`config.mk`:
```
export PLATFORM = sky130hd
export DESIGN_NAME = sensor_conditioner_flat
export DESIGN_NICKNAME = d
export VERILOG_FILES = /design/src/rtl/sensor_conditioner_if.sv /design/src/rtl/sensor_conditioner.sv /design/src/flat_wrapper.sv
export SDC_FILE = /design/constraint.sdc
export NUM_CORES = 1
export LEC_CHECK = 0
export BUFFER_PORTS_ARGS = -buffer_cell sky130_fd_sc_hd__buf_2
export CORE_UTILIZATION = 40
export CTS_BUF_LIST = sky130_fd_sc_hd__clkbuf_8
export DETAILED_ROUTE_END_ITERATION = 12
export SLEW_MARGIN = 20
export SYNTH_ARGS = -nofsm -noshare
export SYNTH_HDL_FRONTEND = slang
export SYNTH_SLANG_ARGS = --single-unit
export TNS_END_PERCENT = 30
```
`constraint.sdc`:
```
create_clock -name Clk -period 3.45 [get_ports Clk]
set_input_delay 0.345 -clock Clk [delete_from_list [all_inputs] [get_ports Clk]]
set_output_delay 0.345 -clock Clk [all_outputs]
set_load 0.03 [all_outputs]
```
`src/rtl/sensor_conditioner_if.sv`:
```
// Raw sensor inputs and conditioned outputs between the sensor front-end and the monitor.
// Signal names match those the round-robin monitor consumes.
interface sensor_conditioner_if;
  logic       raw_fd;
  logic       raw_rd;
  logic       raw_w;
  logic       raw_fa;
  logic [6:0] raw_t;
  logic       raw_t_valid;
  logic       SFD;
  logic       SRD;
  logic       SW;
  logic       SFA;
  logic [6:0] ST;
  logic       st_primed;
  logic [3:0] chg;

  modport master (
    output raw_fd, raw_rd, raw_w, raw_fa, raw_t, raw_t_valid,
    input  SFD, SRD, SW, SFA, ST, st_primed, chg
  );

  modport slave (
    input  raw_fd, raw_rd, raw_w, raw_fa, raw_t, raw_t_valid,
    output SFD, SRD, SW, SFA, ST, st_primed, chg
  );
endinterface

```
`src/rtl/sensor_conditioner.sv`:
```
// Synchronises and debounces four contact sensors and produces a windowed moving
// average of the temperature reading, holding a safe value until the window fills.
module sensor_conditioner #(
  parameter int unsigned DEB_CYCLES = 4,
  parameter int unsigned AVG_LOG2   = 2,
  parameter int unsigned ST_SAFE    = 60
) (
  input logic                 Clk,
  input logic                 Rst,
  sensor_conditioner_if.slave bus
);
  localparam int unsigned NCH   = 4;
  localparam int unsigned TW    = 7;
  localparam int unsigned CW    = 8;
  localparam int unsigned DEPTH = 1 << AVG_LOG2;
  localparam int unsigned SUMW  = TW + AVG_LOG2;
  localparam int unsigned PW    = AVG_LOG2;
  localparam int unsigned NW    = AVG_LOG2 + 1;

  logic [NCH-1:0] raw;
  logic [NCH-1:0] s1_q, s2_q;
  logic [NCH-1:0] out_q, out_d;
  logic [NCH-1:0] chg_q, chg_d;
  logic [CW-1:0]  cnt_q [NCH];
  logic [CW-1:0]  cnt_d [NCH];

  logic [TW-1:0]   samp_q [DEPTH];
  logic [PW-1:0]   wp_q, wp_d;
  logic [SUMW-1:0] sum_q, sum_d;
  logic [NW-1:0]   n_q, n_d;
  logic            primed_q, primed_d;
  logic [TW-1:0]   st_q, st_d;

  assign raw = {bus.raw_fd, bus.raw_rd, bus.raw_w, bus.raw_fa};

  // Per-channel debounce: accept s2 after DEB_CYCLES consecutive mismatches.
  always_comb begin
    out_d = out_q;
    chg_d = '0;
    for (int i = 0; i < int'(NCH); i++) begin
      cnt_d[i] = '0;
      if (s2_q[i] != out_q[i]) begin
        if (cnt_q[i] == CW'(DEB_CYCLES - 1)) begin
          out_d[i] = s2_q[i];
          chg_d[i] = 1'b1;
        end else begin
          cnt_d[i] = cnt_q[i] + CW'(1);
        end
      end
    end
  end

  // Running sum swaps the oldest buffered sample for the new one.
  always_comb begin
    wp_d     = wp_q;
    sum_d    = sum_q;
    n_d      = n_q;
    primed_d = primed_q;
    st_d     = st_q;
    if (bus.raw_t_valid) begin
      wp_d  = wp_q + PW'(1);
      sum_d = sum_q + SUMW'(bus.raw_t) - SUMW'(samp_q[wp_q]);
      if (n_q != NW'(DEPTH)) begin
        n_d = n_q + NW'(1);
      end
      primed_d = (n_d == NW'(DEPTH));
      st_d     = primed_d ? TW'(sum_d >> AVG_LOG2) : TW'(ST_SAFE);
    end
  end

  always_ff @(posedge Clk) begin
    if (Rst) begin
      s1_q     <= '0;
      s2_q     <= '0;
      out_q    <= '0;
      chg_q    <= '0;
      cnt_q    <= '{default: '0};
      samp_q   <= '{default: '0};
      wp_q     <= '0;
      sum_q    <= '0;
      n_q      <= '0;
      primed_q <= 1'b0;
      st_q     <= TW'(ST_SAFE);
    end else begin
      s1_q     <= raw;
      s2_q     <= s1_q;
      out_q    <= out_d;
      chg_q    <= chg_d;
      cnt_q    <= cnt_d;
      wp_q     <= wp_d;
      sum_q    <= sum_d;
      n_q      <= n_d;
      primed_q <= primed_d;
      st_q     <= st_d;
      if (bus.raw_t_valid) begin
        samp_q[wp_q] <= bus.raw_t;
      end
    end
  end

  assign bus.SFD       = out_q[3];
  assign bus.SRD       = out_q[2];
  assign bus.SW        = out_q[1];
  assign bus.SFA       = out_q[0];
  assign bus.chg       = chg_q;
  assign bus.ST        = st_q;
  assign bus.st_primed = primed_q;

endmodule
```
`src/flat_wrapper.sv`:
```
// flat-port wrapper written by rule: the top's interface ports become plain ports
module sensor_conditioner_flat 
#(
  parameter int unsigned DEB_CYCLES = 4,
  parameter int unsigned AVG_LOG2   = 2,
  parameter int unsigned ST_SAFE    = 60
)
  (Clk, Rst, bus_raw_fd, bus_raw_rd, bus_raw_w, bus_raw_fa, bus_raw_t, bus_raw_t_valid, bus_SFD, bus_SRD, bus_SW, bus_SFA, bus_ST, bus_st_primed, bus_chg);
  sensor_conditioner_if bus_i ();
  input logic Clk;
  input logic Rst;
  input wire logic [$bits(bus_i.raw_fd)-1:0] bus_raw_fd;
  input wire logic [$bits(bus_i.raw_rd)-1:0] bus_raw_rd;
  input wire logic [$bits(bus_i.raw_w)-1:0] bus_raw_w;
  input wire logic [$bits(bus_i.raw_fa)-1:0] bus_raw_fa;
  input wire logic [$bits(bus_i.raw_t)-1:0] bus_raw_t;
  input wire logic [$bits(bus_i.raw_t_valid)-1:0] bus_raw_t_valid;
  output wire logic [$bits(bus_i.SFD)-1:0] bus_SFD;
  output wire logic [$bits(bus_i.SRD)-1:0] bus_SRD;
  output wire logic [$bits(bus_i.SW)-1:0] bus_SW;
  output wire logic [$bits(bus_i.SFA)-1:0] bus_SFA;
  output wire logic [$bits(bus_i.ST)-1:0] bus_ST;
  output wire logic [$bits(bus_i.st_primed)-1:0] bus_st_primed;
  output wire logic [$bits(bus_i.chg)-1:0] bus_chg;
  assign bus_i.raw_fd = bus_raw_fd;
  assign bus_i.raw_rd = bus_raw_rd;
  assign bus_i.raw_w = bus_raw_w;
  assign bus_i.raw_fa = bus_raw_fa;
  assign bus_i.raw_t = bus_raw_t;
  assign bus_i.raw_t_valid = bus_raw_t_valid;
  assign bus_SFD = bus_i.SFD;
  assign bus_SRD = bus_i.SRD;
  assign bus_SW = bus_i.SW;
  assign bus_SFA = bus_i.SFA;
  assign bus_ST = bus_i.ST;
  assign bus_st_primed = bus_i.st_primed;
  assign bus_chg = bus_i.chg;
  sensor_conditioner #(.DEB_CYCLES(DEB_CYCLES), .AVG_LOG2(AVG_LOG2), .ST_SAFE(ST_SAFE)) u_core (.Clk(Clk), .Rst(Rst), .bus(bus_i));
endmodule
```
==> impl_metrics.ini <==
[finish]
multi_input_area_um2 = 2290
area_growth_pct = 10.1
seq_area_um2 = 1960
fin_cells = 660
n_fill_cell = 1051
final_layout_size_suffix_gt1_share_pct = 12.9
diodes = 0
fin_nets = 556
design_area_um2 = 4940

[yosys]
synth_top_family_by_area = simple AND/OR/NAND/NOR gates
synthAdderAreaFrac_pct = 8.42
async_flop_share_pct = 0
yosys_warnings = 0
yosys.area.top_type = dfxtp_1
syn-cell-area_um2 = 4490
synth_nets = 532
synth.area.mux_share_pct = 5.75
yosys.area_share.simple_pct = 20.5
syn_avg_cell_area_um2 = 9.12
synth_area_leaders = dfxtp_1, ha_1, nand3_1, a21oi_1, nand2_1
synth_xor_xnor_area_share_pct = 6.83
netlist.area_leader.share_pct = 43.7
ys_seq_area_share_pct = 43.7
synth-compound-area-share_pct = 9.57
synthCells = 492
yosysMostFrequentCell = dfxtp_1
synth-edff-count = 0
synth_flop_cell = dfxtp_1
synth_seq_cells = 98
synth_common_cells = dfxtp_1, nand2_1, nor2_1, nand3_1, a21oi_1
synth_cell_types = 46

[die]
die_height_um = 108
start_util_pct = 41.2
pin_count = 30
fp.dieW_um = 108
die_area_um2 = 11600
rows = 38
core_area_um2 = 10900

[routing]
drt_iter0_drc = 191
viasPerCell = 5.03
wire_per_inst_um = 12.6
drc_errors = 0
routed_wl_um = 8310
drt.antenna.violating_nets = 0
firstDrtPassIters = 4
vias = 3317

[global_route]
grtUsageTotal_pct = 16.1
antenna_found_initial = 0
grt_pass1_vias = 3165
grt-ovfl-total = 0
grt_max_degree = 48
grt_pass1_wl_um = 14600

[timing]
clock.fmax_mhz = 321
tns_ns = 0
worst_slew_pin_slew_ns = 0.884
setup_violations = 0
report.final.hold_viol_count = 0
fin_skew_ns = 0.00775
period_needed_ns = 3.11
setup_slack_ns = 0.337
slew_violations = 0
rsz0062_at_grt = no
max_slew_margin_pct = 41.1
period_share_pct = 90.2

[setup_path]
r2r_cells = 10
critPathArrivalTime_ns = 3.33
worstPathCellList = buf_4 -> mux4_2 -> fa_1 -> inv_1 -> ha_1 -> a21o_1 -> a21oi_1 -> o21ai_0 -> a31oi_1 -> o32ai_1
crit_fanout = 9
crit_path_start_kind = flip-flop
endpoint_kind = flip-flop
slowest_delay_ns = 0.53
cp_data_required_time_ns = 3.66
crit_family = compound AO/OA/AOI/OAI gates
cp_num_buf_inv = 2
r2r_start = u_core.wp_q[0]$_SDFFE_PP0P_
worst_path_max_delay_cell = mux4_2
rrSetupSlack_ns = 0.34
crit_type = flip-flop to flip-flop
rr_endpoint = u_core.sum_q[8]$_SDFFE_PP0P_

[placement]
portBuffers = 29
hpwl_um = 6020
place_area_um2 = 4740
dp.cells = 645
place_congestion = 0.866
dp_slack_ns = 0.351

[cts]
cts_tree = yes
cts_buffers = 9
htree_levels = 3
path_clk_slew_ns = 0.09
cts.sinks = 98
post_cts_resized = 0
clkLatencyLatePin_ns = 0.37
holdBufCountCts = 0
cts_root_buffer = clkbuf_8
postCtsSetupBuffers = 0
clk_path_buf_depth = 2

[pwr]
leakagePower_nw = 1.98
peakVddDrop_v = 0.000308
finalPower_mw = 2.80
power.density_nw_per_um2 = 568

[job]
maxCapViolCount = 0

[min_path]
worstHoldStart = bus_raw_fa
holdPathEnd = u_core.s1_q[0]$_SDFF_PP0_
hold_path.class = primary input to flip-flop
whs_path_depth = 2

[run_status]
outcome = complete, no violations
## worst reg2reg max path: stages, from the launching register on
cell and delay, ns:
dfxtp_1 0.40, buf_4 0.22, mux4_2 0.53, fa_1 0.49, inv_1 0.04, ha_1 0.34
a21o_1 0.19, a21oi_1 0.25, o21ai_0 0.12, a31oi_1 0.26, o32ai_1 0.12
## power by group
| group | internal [mW] | switching (mW) |
|---|---|---|
| combinational | 0.334 | 0.493 |
| sequential | 1.19 | 0.0394 |
| clock | 0.341 | 0.405 |
## stage by stage
stage          hold slack (ns)  utilization, %
2_1_floorplan            0.413               -
3_3_place_gp             0.417            43.6
3_5_place_dp             0.424            43.6
4_1_cts                  0.163            45.4
5_1_grt                  0.171            45.4
6_report                 0.180            45.4
## layer usage
layer,GRT usage (%),part of all wire [%]
met4,6.16,1.5
met3,4.36,3.4
met5,0,0
met2,26.0,46
met1,20.3,50
## sequential cells by signal, indices dropped and copies added, names as in the netlist, 4 cells and up
register / cells
u_core.s2_q: 4
u_core.sum_q: 9
u_core.samp_q: 28
u_core.bus.chg: 4
u_core.cnt_q: 32
u_core.out_q: 4
u_core.s1_q: 4
u_core.bus.ST: 7
## worst max path at each step
stage                                 from                            end  slack [ns]  cells after the start
2_1_floorplan  u_core.wp_q[0]$_SDFFE_PP0P_  u_core.bus.ST[6]$_SDFFE_PP0P_        0.38                     10
3_3_place_gp   u_core.wp_q[0]$_SDFFE_PP0P_   u_core.sum_q[7]$_SDFFE_PP0P_        0.41                     10
3_5_place_dp   u_core.wp_q[0]$_SDFFE_PP0P_  u_core.bus.ST[6]$_SDFFE_PP0P_        0.35                     10
4_1_cts        u_core.wp_q[0]$_SDFFE_PP0P_  u_core.bus.ST[6]$_SDFFE_PP0P_        0.34                     10
5_1_grt        u_core.wp_q[0]$_SDFFE_PP0P_   u_core.sum_q[6]$_SDFFE_PP0P_        0.14                     10
6_report       u_core.wp_q[0]$_SDFFE_PP0P_   u_core.sum_q[8]$_SDFFE_PP0P_        0.34                     10
## cells in the final DEF, fill, tap and decap left out, types with 3 or more instances in the layout
cell      netlist  routed
dfxtp_1        98      98
nand2_1        52      52
nor2_1         52      52
nand3_1        42      42
a21oi_1        39      39
inv_1          36      36
buf_2           8      29
xnor2_1        19      19
ha_1           19      19
xor2_1         16      16
and3_1         13      13
nor3_1         12      12
mux2i_1        10      10
nor2b_1         9       9
clkbuf_8        0       9
mux4_2          7       7
fa_1            7       7
a211oi_1        6       6
nor4b_1         4       4
buf_4           0       4
o21ai_0         3       3
o22ai_1         3       3
## cell families (layout without fill, tap and decap cells)
group | count (synthesis) | after routing
AOI/OAI and AO/OA | 65 | 65
xor gates and xnor gates | 35 | 35
adders and majority gates | 26 | 26
buffers and inverters | 57 | 85
DFF | 98 | 98
muxes | 17 | 17
and+or+nand+nor | 194 | 194
## cell type report
cell class                      count  area share, %
Clock buffer                        9           2.51
Clock inverter                      6           1.49
Inverter                           37           2.81
Multi-Input combinational cell    337           46.4
Sequential cell                    98           39.7
Tap cell                          140           3.55
Timing Repair Buffer               33           3.55
No activity file was read; power rests on OpenSTA's default activity.
